### config.mk
export PLATFORM = sky130hd
export DESIGN_NAME = uart_receiver_flat
export DESIGN_NICKNAME = d
export VERILOG_FILES = /design/src/rtl/uart_receiver_if.sv /design/src/rtl/uart_receiver.sv /design/src/flat_wrapper.sv
export SDC_FILE = /design/constraint.sdc
export NUM_CORES = 1
export LEC_CHECK = 0
export BUFFER_PORTS_ARGS = -buffer_cell sky130_fd_sc_hd__clkbuf_2
export CORE_AREA = 2 2 98 53
export CTS_CLUSTER_SIZE = 12
export DETAILED_ROUTE_END_ITERATION = 6
export DIE_AREA = 0 0 100 55
export PLACE_DENSITY = 0.51
export SLEW_MARGIN = 40
export SYNTH_ARGS = -nofsm -noshare
export SYNTH_HDL_FRONTEND = slang
export SYNTH_SLANG_ARGS = --single-unit
### constraint.sdc
create_clock -name clk -period 4.1 [get_ports clk]
set_clock_uncertainty 0.2 [all_clocks]
set_input_delay 0.615 -clock clk [delete_from_list [all_inputs] [get_ports clk]]
set_output_delay 0.615 -clock clk [all_outputs]
set_load 0.01 [all_outputs]
### src/rtl/uart_receiver_if.sv
// uart_receiver_if: serial input plus received-byte outputs of the 8N1 receiver.
interface uart_receiver_if;
  logic       rx;
  logic [7:0] data;
  logic       done;
  logic       fe;
  logic       busy;
  modport master (input rx, output data, done, fe, busy);
  modport slave (output rx, input data, done, fe, busy);
endinterface

### src/rtl/uart_receiver.sv
// uart_receiver: 8N1 UART receiver with centre sampling, DONE strobe and framing-error flag.
module uart_receiver #(
  parameter int CLKS_PER_BIT = 400,
  parameter int CNT_W        = 9
) (
  input logic             clk,
  input logic             rst_n,
  uart_receiver_if.master u
);
  localparam logic [CNT_W-1:0] LAST   = CNT_W'(CLKS_PER_BIT - 1);
  localparam logic [CNT_W-1:0] HALF_M1 = CNT_W'(CLKS_PER_BIT / 2 - 1);
  typedef enum logic [2:0] {IDLE, START, DATA, STOP, BRK} state_t;
  state_t           state, state_n;
  logic [CNT_W-1:0] cnt, cnt_n;
  logic [2:0]       idx, idx_n;
  logic [7:0]       shift, shift_n, data, data_n;
  logic             done, done_n, fe, fe_n, rx_m, rx_s;
  always_ff @(posedge clk) begin
    if (!rst_n) begin
      state <= IDLE;
      cnt   <= '0;
      idx   <= '0;
      shift <= '0;
      data  <= '0;
      done  <= 1'b0;
      fe    <= 1'b0;
      rx_m  <= 1'b1;
      rx_s  <= 1'b1;
    end else begin
      state <= state_n;
      cnt   <= cnt_n;
      idx   <= idx_n;
      shift <= shift_n;
      data  <= data_n;
      done  <= done_n;
      fe    <= fe_n;
      rx_m  <= u.rx;
      rx_s  <= rx_m;
    end
  end
  always_comb begin
    state_n = state;
    cnt_n   = cnt + 1'b1;
    idx_n   = idx;
    shift_n = shift;
    data_n  = data;
    done_n  = 1'b0;
    fe_n    = 1'b0;
    case (state)
      IDLE: begin
        cnt_n = '0;
        if (!rx_s) state_n = START;
      end
      START: if (cnt == HALF_M1) begin
        cnt_n   = '0;
        idx_n   = '0;
        state_n = rx_s ? IDLE : DATA;
      end
      DATA: if (cnt == LAST) begin
        cnt_n   = '0;
        shift_n = {rx_s, shift[7:1]};
        idx_n   = idx + 1'b1;
        if (idx == 3'd7) state_n = STOP;
      end
      STOP: if (cnt == LAST) begin
        cnt_n   = '0;
        state_n = rx_s ? IDLE : BRK;
        data_n  = rx_s ? shift : data;
        done_n  = rx_s;
        fe_n    = !rx_s;
      end
      BRK: begin
        // a line held low after a framing error must not look like a new start bit
        cnt_n = '0;
        if (rx_s) state_n = IDLE;
      end
      default: begin
        cnt_n   = '0;
        state_n = IDLE;
      end
    endcase
  end
  assign u.data = data;
  assign u.done = done;
  assign u.fe   = fe;
  assign u.busy = state != IDLE;
endmodule

### src/flat_wrapper.sv
// flat-port wrapper written by rule: the top's interface ports become plain ports
module uart_receiver_flat 
#(
  parameter int CLKS_PER_BIT = 400,
  parameter int CNT_W        = 9
)
  (clk, rst_n, u_rx, u_data, u_done, u_fe, u_busy);
  uart_receiver_if u_i ();
  input logic clk;
  input logic rst_n;
  input wire logic [$bits(u_i.rx)-1:0] u_rx;
  output wire logic [$bits(u_i.data)-1:0] u_data;
  output wire logic [$bits(u_i.done)-1:0] u_done;
  output wire logic [$bits(u_i.fe)-1:0] u_fe;
  output wire logic [$bits(u_i.busy)-1:0] u_busy;
  assign u_i.rx = u_rx;
  assign u_data = u_i.data;
  assign u_done = u_i.done;
  assign u_fe = u_i.fe;
  assign u_busy = u_i.busy;
  uart_receiver #(.CLKS_PER_BIT(CLKS_PER_BIT), .CNT_W(CNT_W)) u_core (.clk(clk), .rst_n(rst_n), .u(u_i));
endmodule
* Word level (Yosys, flattened, before mapping)
Index checks and enable logic that the tools add are counted.
** Storage, ports and cells
- Logic and storage cells :: 49
- Register bits after elaboration :: 35
- Input bits :: 3
** Cells by class
- Muxes and demuxes :: 15
- $add $sub $neg :: 2
- Reductions and logical operators :: 10
- Equal/unequal tests :: 13
** Operators with widths (number)
- 2-to-1 mux 3 bit :: 9
- 2-to-1 mux 9 bit :: 2
- case mux 9 bit (2 select lines) :: 1
- case mux 3 bit (5 select lines) :: 1
- != test 2 x 1 -> 1 bit (second input constant) :: 5
- adder 9 x 1 -> 9 bit (second input constant) :: 1
- == test 9 x 8 -> 1 bit (second input constant) :: 1
- == test 9 bit (second input constant) :: 1
- AND reduction 3 bit :: 3
- == test 3 x 2 -> 1 bit (second input constant) :: 2
- == test 3 bit (second input constant) :: 2
- case mux 3 bit (2 select lines) :: 1
- AND reduction 6 bit :: 1
- adder 3 x 1 -> 3 bit (second input constant) :: 1
- == test 3 x 1 -> 1 bit (second input constant) :: 1
- zero test 3 bit :: 1
- nonzero test 3 bit :: 1
- 2-to-1 mux 2 bit :: 1
- != test 2 bit (second input constant) :: 1
- AND reduction 2 bit :: 1
- nonzero test 2 bit :: 1
- OR reduction 2 bit :: 1
- zero test 1 bit :: 1

* Depth between registers and ports, before layout
- Depth after elaboration :: 4
- Mapped depth :: 7
- Mapped depth without buffers :: 6

* Least setup slack after synthesis
Ideal clock, no wire load.
- Kind :: flip-flop to flip-flop
- Start :: reg u_core.cnt[0]
- End :: reg u_core.state[2]
- Data required time :: 3.785 ns
- Path buffers :: 0
- Period minus slack after synthesis :: 1.811 ns
- Path slack :: 2.289 ns
- Cell stages (with the launch flop) :: 6
- Library setup time :: 0.115 ns
- Arrival time :: 1.497 ns
- Path through :: dfxtp_1 > ha_1 > and4bb_4 > a2111oi_4 > nor4_1 > o21a_1
** On the way
- Longest elaborated chain between the ends :: 3
- Elaborated cells on any way between the ends :: 6
- Classes of those cells :: eq/ne: 5; reduce/logical: 1
** Ends and longest elaborated chain
- start: declaration :: RTL line uart_receiver.sv:14 : logic [CNT_W-1:0] cnt, cnt_n;
- start signal: assignment :: RTL line uart_receiver.sv:31 : cnt <= cnt_n;
- == test 9 bit or == test 9 x 8 -> 1 bit (tied branches) :: RTL line uart_receiver.sv:59, uart_receiver.sv:65, uart_receiver.sv:54
- != test 2 x 1 -> 1 bit (no source line)
- AND reduction 6 bit (no source line) (*)
- end signal: assignment :: RTL line uart_receiver.sv:30 : state <= state_n;
- end: declaration :: RTL line uart_receiver.sv:13 : state_t state, state_n;
Mark *: on every way between the ends. The rest lies on a longest branch, timed or not.
A chain may end at the register's enable or synchronous reset.

* Final worst setup path
- Start :: reg u_core.cnt[0]
- End :: reg u_core.idx[1]
** On the way
- Longest elaborated chain between the ends :: 3
- Elaborated cells on any way between the ends :: 5
- Classes of those cells :: eq/ne: 4; reduce/logical: 1
** Ends and longest elaborated chain
- == test 9 bit or == test 9 x 8 -> 1 bit (tied branches) :: RTL line uart_receiver.sv:59, uart_receiver.sv:54
- != test 2 x 1 -> 1 bit (no source line)
- AND reduction 3 bit (no source line) (*)
- end signal: assignment :: RTL line uart_receiver.sv:32 : idx <= idx_n;
- end: declaration :: RTL line uart_receiver.sv:15 : logic [2:0] idx, idx_n;
Marked as above.

==> flow_metrics.env <==
export IMPL_status="finished, final reports clean"
export IMPL_p_leak_uw=0.000584
export IMPL_design_area_sq_um=1740
export IMPL_required_ns=4.04
export IMPL_min_path_type="reg2reg"
export IMPL_synth_area_top_cells="dfxtp_1, mux2i_1, nor2_1, nand3_1, a21oi_1"
export IMPL_pwr_share_seq=0.581
export IMPL_cts_tree="built"
export IMPL_critPathArrivalTime_ns=2.12
export IMPL_htree_levels=2
export IMPL_crit_buf_inv=0
export IMPL_finalHoldViolCount=0
export IMPL_syn_to_final_growth_pct=11.2
export IMPL_rsz0062_at_grt="false"
export IMPL_synth_top_area_frac=0.449
export IMPL_powerDensity_nw_per_um2=341
export IMPL_hpwl_mm=2.44
export IMPL_numCtsBuffers=5
export IMPL_layout_drive_gt1_share=0.156
export IMPL_final_cells=240
export IMPL_yosysWarnings=0
export IMPL_syn_avg_cell_area_sq_um=9.29
export IMPL_netlist_top_cell_by_area="dfxtp_1"
export IMPL_avgRoutedWirePerCell_um=13.9
export IMPL_cts_buffer_depth=2
export IMPL_grt_overflow_total=0
export IMPL_syn_area_sq_um=1560
export IMPL_ant_nets=0
export IMPL_clkPwrFrac=0.399
export IMPL_synthCells=168
export IMPL_antenna_found_initial=0
export IMPL_grt_max_degree=19
export IMPL_syn_nets=174
export IMPL_drt_iter0_markers=61
export IMPL_yosysSeqAreaShare=0.449
export IMPL_finalCriticalPeriod_ns=2.18
export IMPL_p_sw_frac=0.215
export IMPL_dp_cells=232
export IMPL_cts_setup_buffers=0
export IMPL_avgViaCountPerCell=5.20
export IMPL_grt_pass1_wl_mm=5.66
export IMPL_cts_resized_gates=0
export IMPL_final_util=0.370
export IMPL_slew_viol_final=0
export IMPL_p_switching_uw=127
export IMPL_drv_cap=0
export IMPL_port_buffers=13
export IMPL_clock_latency_ns=0.28
export IMPL_cts_sinks=35
export IMPL_critPathMaxFanout=7
export IMPL_path_clk_slew_ns=0.07
export IMPL_drc=0
export IMPL_fp_dieW_um=100
export IMPL_cp_end_kind="flop"
export IMPL_io_pins=14
export IMPL_power_frac_comb=0.020
export IMPL_core_rowCount=18
export IMPL_die_area_sq_um=5500
export IMPL_synthArstFlopShare=0
export IMPL_setup_tns_final_ns=0
export IMPL_criticalPathCategory="reg2reg"
export IMPL_critPathTopFamily="compound AO/OA/AOI/OAI gates"
export IMPL_ys_ff_latch=35
export IMPL_totalWireLength_mm=3.35
export IMPL_route_vias_total=1249
export IMPL_internal_power_uw=464
export IMPL_start_util=0.333
export IMPL_cts_hold_buf=0
export IMPL_coreArea_sq_um=4680
export IMPL_max_freq_mhz=458
export IMPL_cts_root_buf="clkbuf_8"
export IMPL_post_route_period_util=0.532
export IMPL_fin_nets=185
export IMPL_ir_drop_mv=0.137
export IMPL_synth_edff_count=0
export IMPL_worst_pin_slew_ns=0.633
export IMPL_grt_pass1_vias=1128
export IMPL_synth_top_flop_cell="dfxtp_1"
export IMPL_diodes=0
export IMPL_track_usage=0.137
export IMPL_synth_distinct_cells=41
export IMPL_gp_congestion=0.814
export IMPL_fp_dieH_um=55
export IMPL_slowest_delay_ns=0.60
export IMPL_first_pass_iters=4
export IMPL_slowest_stage="a211oi_1"
export IMPL_cp_cell_sequence="ha_1, and3_1, nand4_1, a211oi_1, o22ai_1"
export IMPL_slew_limit_headroom=0.576
export IMPL_setup_viol=0
export IMPL_critPathLaunchType="flop"
export IMPL_placed_cell_area_sq_um=1650
through the flow:
step           setup slack [ns]  hold WS (ns)  power [uW]
3_3_place_gp               2.04         0.192         362
6_report                   1.92         0.211         591
4_1_cts                    1.93         0.218         598
3_5_place_dp               1.96         0.202         363
2_1_floorplan              2.29         0.186         359
5_1_grt                    1.77         0.239         619
cell type report:
type / count / area [sq um]
fill: 485 / 2950
multi-input combinational: 120 / 798
sequential: 35 / 701
clock buffer: 7 / 76.3
tap: 60 / 75.1
timing repair buffer: 13 / 65.1
inverter: 4 / 15.0
clock inverter: 1 / 5.00
cells in the mapped netlist (all sizes together) (2+ instances only):
cell type / number
buf: 5
nor3: 4
nand2: 11
a211oi: 2
and3: 3
and4: 2
nand3: 13
mux2i: 8
o311ai: 2
nor2: 20
nand2b: 4
xor2: 2
o22ai: 2
and4bb: 2
clkbuf: 4
ha: 3
nor4: 3
xnor2: 5
inv: 3
nand4: 3
dfxtp: 35
or3: 2
o21ai: 9
nor2b: 2
a21oi: 11
cells by family (layout without fill, tap and decap cells):
family / after synthesis / in the layout / share of synthesized area
flops: 35 / 35 / 0.449
buf+inv: 13 / 25 / 0.0393
compound gates: 29 / 29 / 0.138
xor+xnor: 7 / 7 / 0.0393
mux: 8 / 8 / 0.0513
fa+ha+maj: 3 / 3 / 0.0241
simple gates: 73 / 73 / 0.259
worst paths after layout:
| check | to | from | slack, ns | cells past startpoint |
|---|---|---|---|---|
| worst max-delay path | u_core.idx[1] | u_core.cnt[0] | 1.92 | 5 |
| worst min-delay path | u_core.rx_s | u_core.rx_m | 0.21 | 1 |
| worst max register to register | u_core.idx[1] | u_core.cnt[0] | 1.92 | 5 |
| worst min register to register | u_core.rx_s | u_core.rx_m | 0.21 | 1 |
layout by cell type (no fill, tap or decap), types with 2 or more instances in the layout:
| master | count |
|---|---|
| a21oi_1 | 10 |
| and3_1 | 3 |
| and4_1 | 2 |
| clkbuf_1 | 2 |
| clkbuf_2 | 13 |
| clkbuf_8 | 5 |
| dfxtp_1 | 35 |
| ha_1 | 3 |
| inv_1 | 3 |
| mux2i_1 | 8 |
| nand2_1 | 11 |
| nand2b_1 | 4 |
| nand3_1 | 13 |
| nand4_1 | 3 |
| nor2_1 | 20 |
| nor3_1 | 3 |
| nor4_1 | 3 |
| o21ai_0 | 9 |
| o22ai_1 | 2 |
| or3_1 | 2 |
| xnor2_1 | 5 |
| xor2_1 | 2 |
registers in the layout (all words and copies together) (netlist names):
signal and flops:
u_core.shift 8, u_core.rx_s 1, u_core.idx 3, u_core.state 3
u_core.rx_m 1, u_core.cnt 9, u_core.u.data 8, u_core.u.fe 1
u_core.u.done 1
power groups by stage:
| stage | Combinational [uW] | Clock (uW) | Sequential, uW |
|---|---|---|---|
| floorplan | 9.08 | 0 | 350 |
| global placement | 11.6 | 0 | 351 |
| detailed placement | 11.9 | 0 | 351 |
| CTS | 12.1 | 242 | 343 |
| global route | 13.3 | 263 | 343 |
| finish | 12.0 | 236 | 343 |
routing by layer:
| layer | track usage | part of all wire |
|---|---|---|
| met5 | 0 | 0 |
| met4 | 0.0594 | 0.0084 |
| met3 | 0.0490 | 0.056 |
| met2 | 0.188 | 0.40 |
| met1 | 0.193 | 0.54 |
Power figures use the tool's default switching activity.
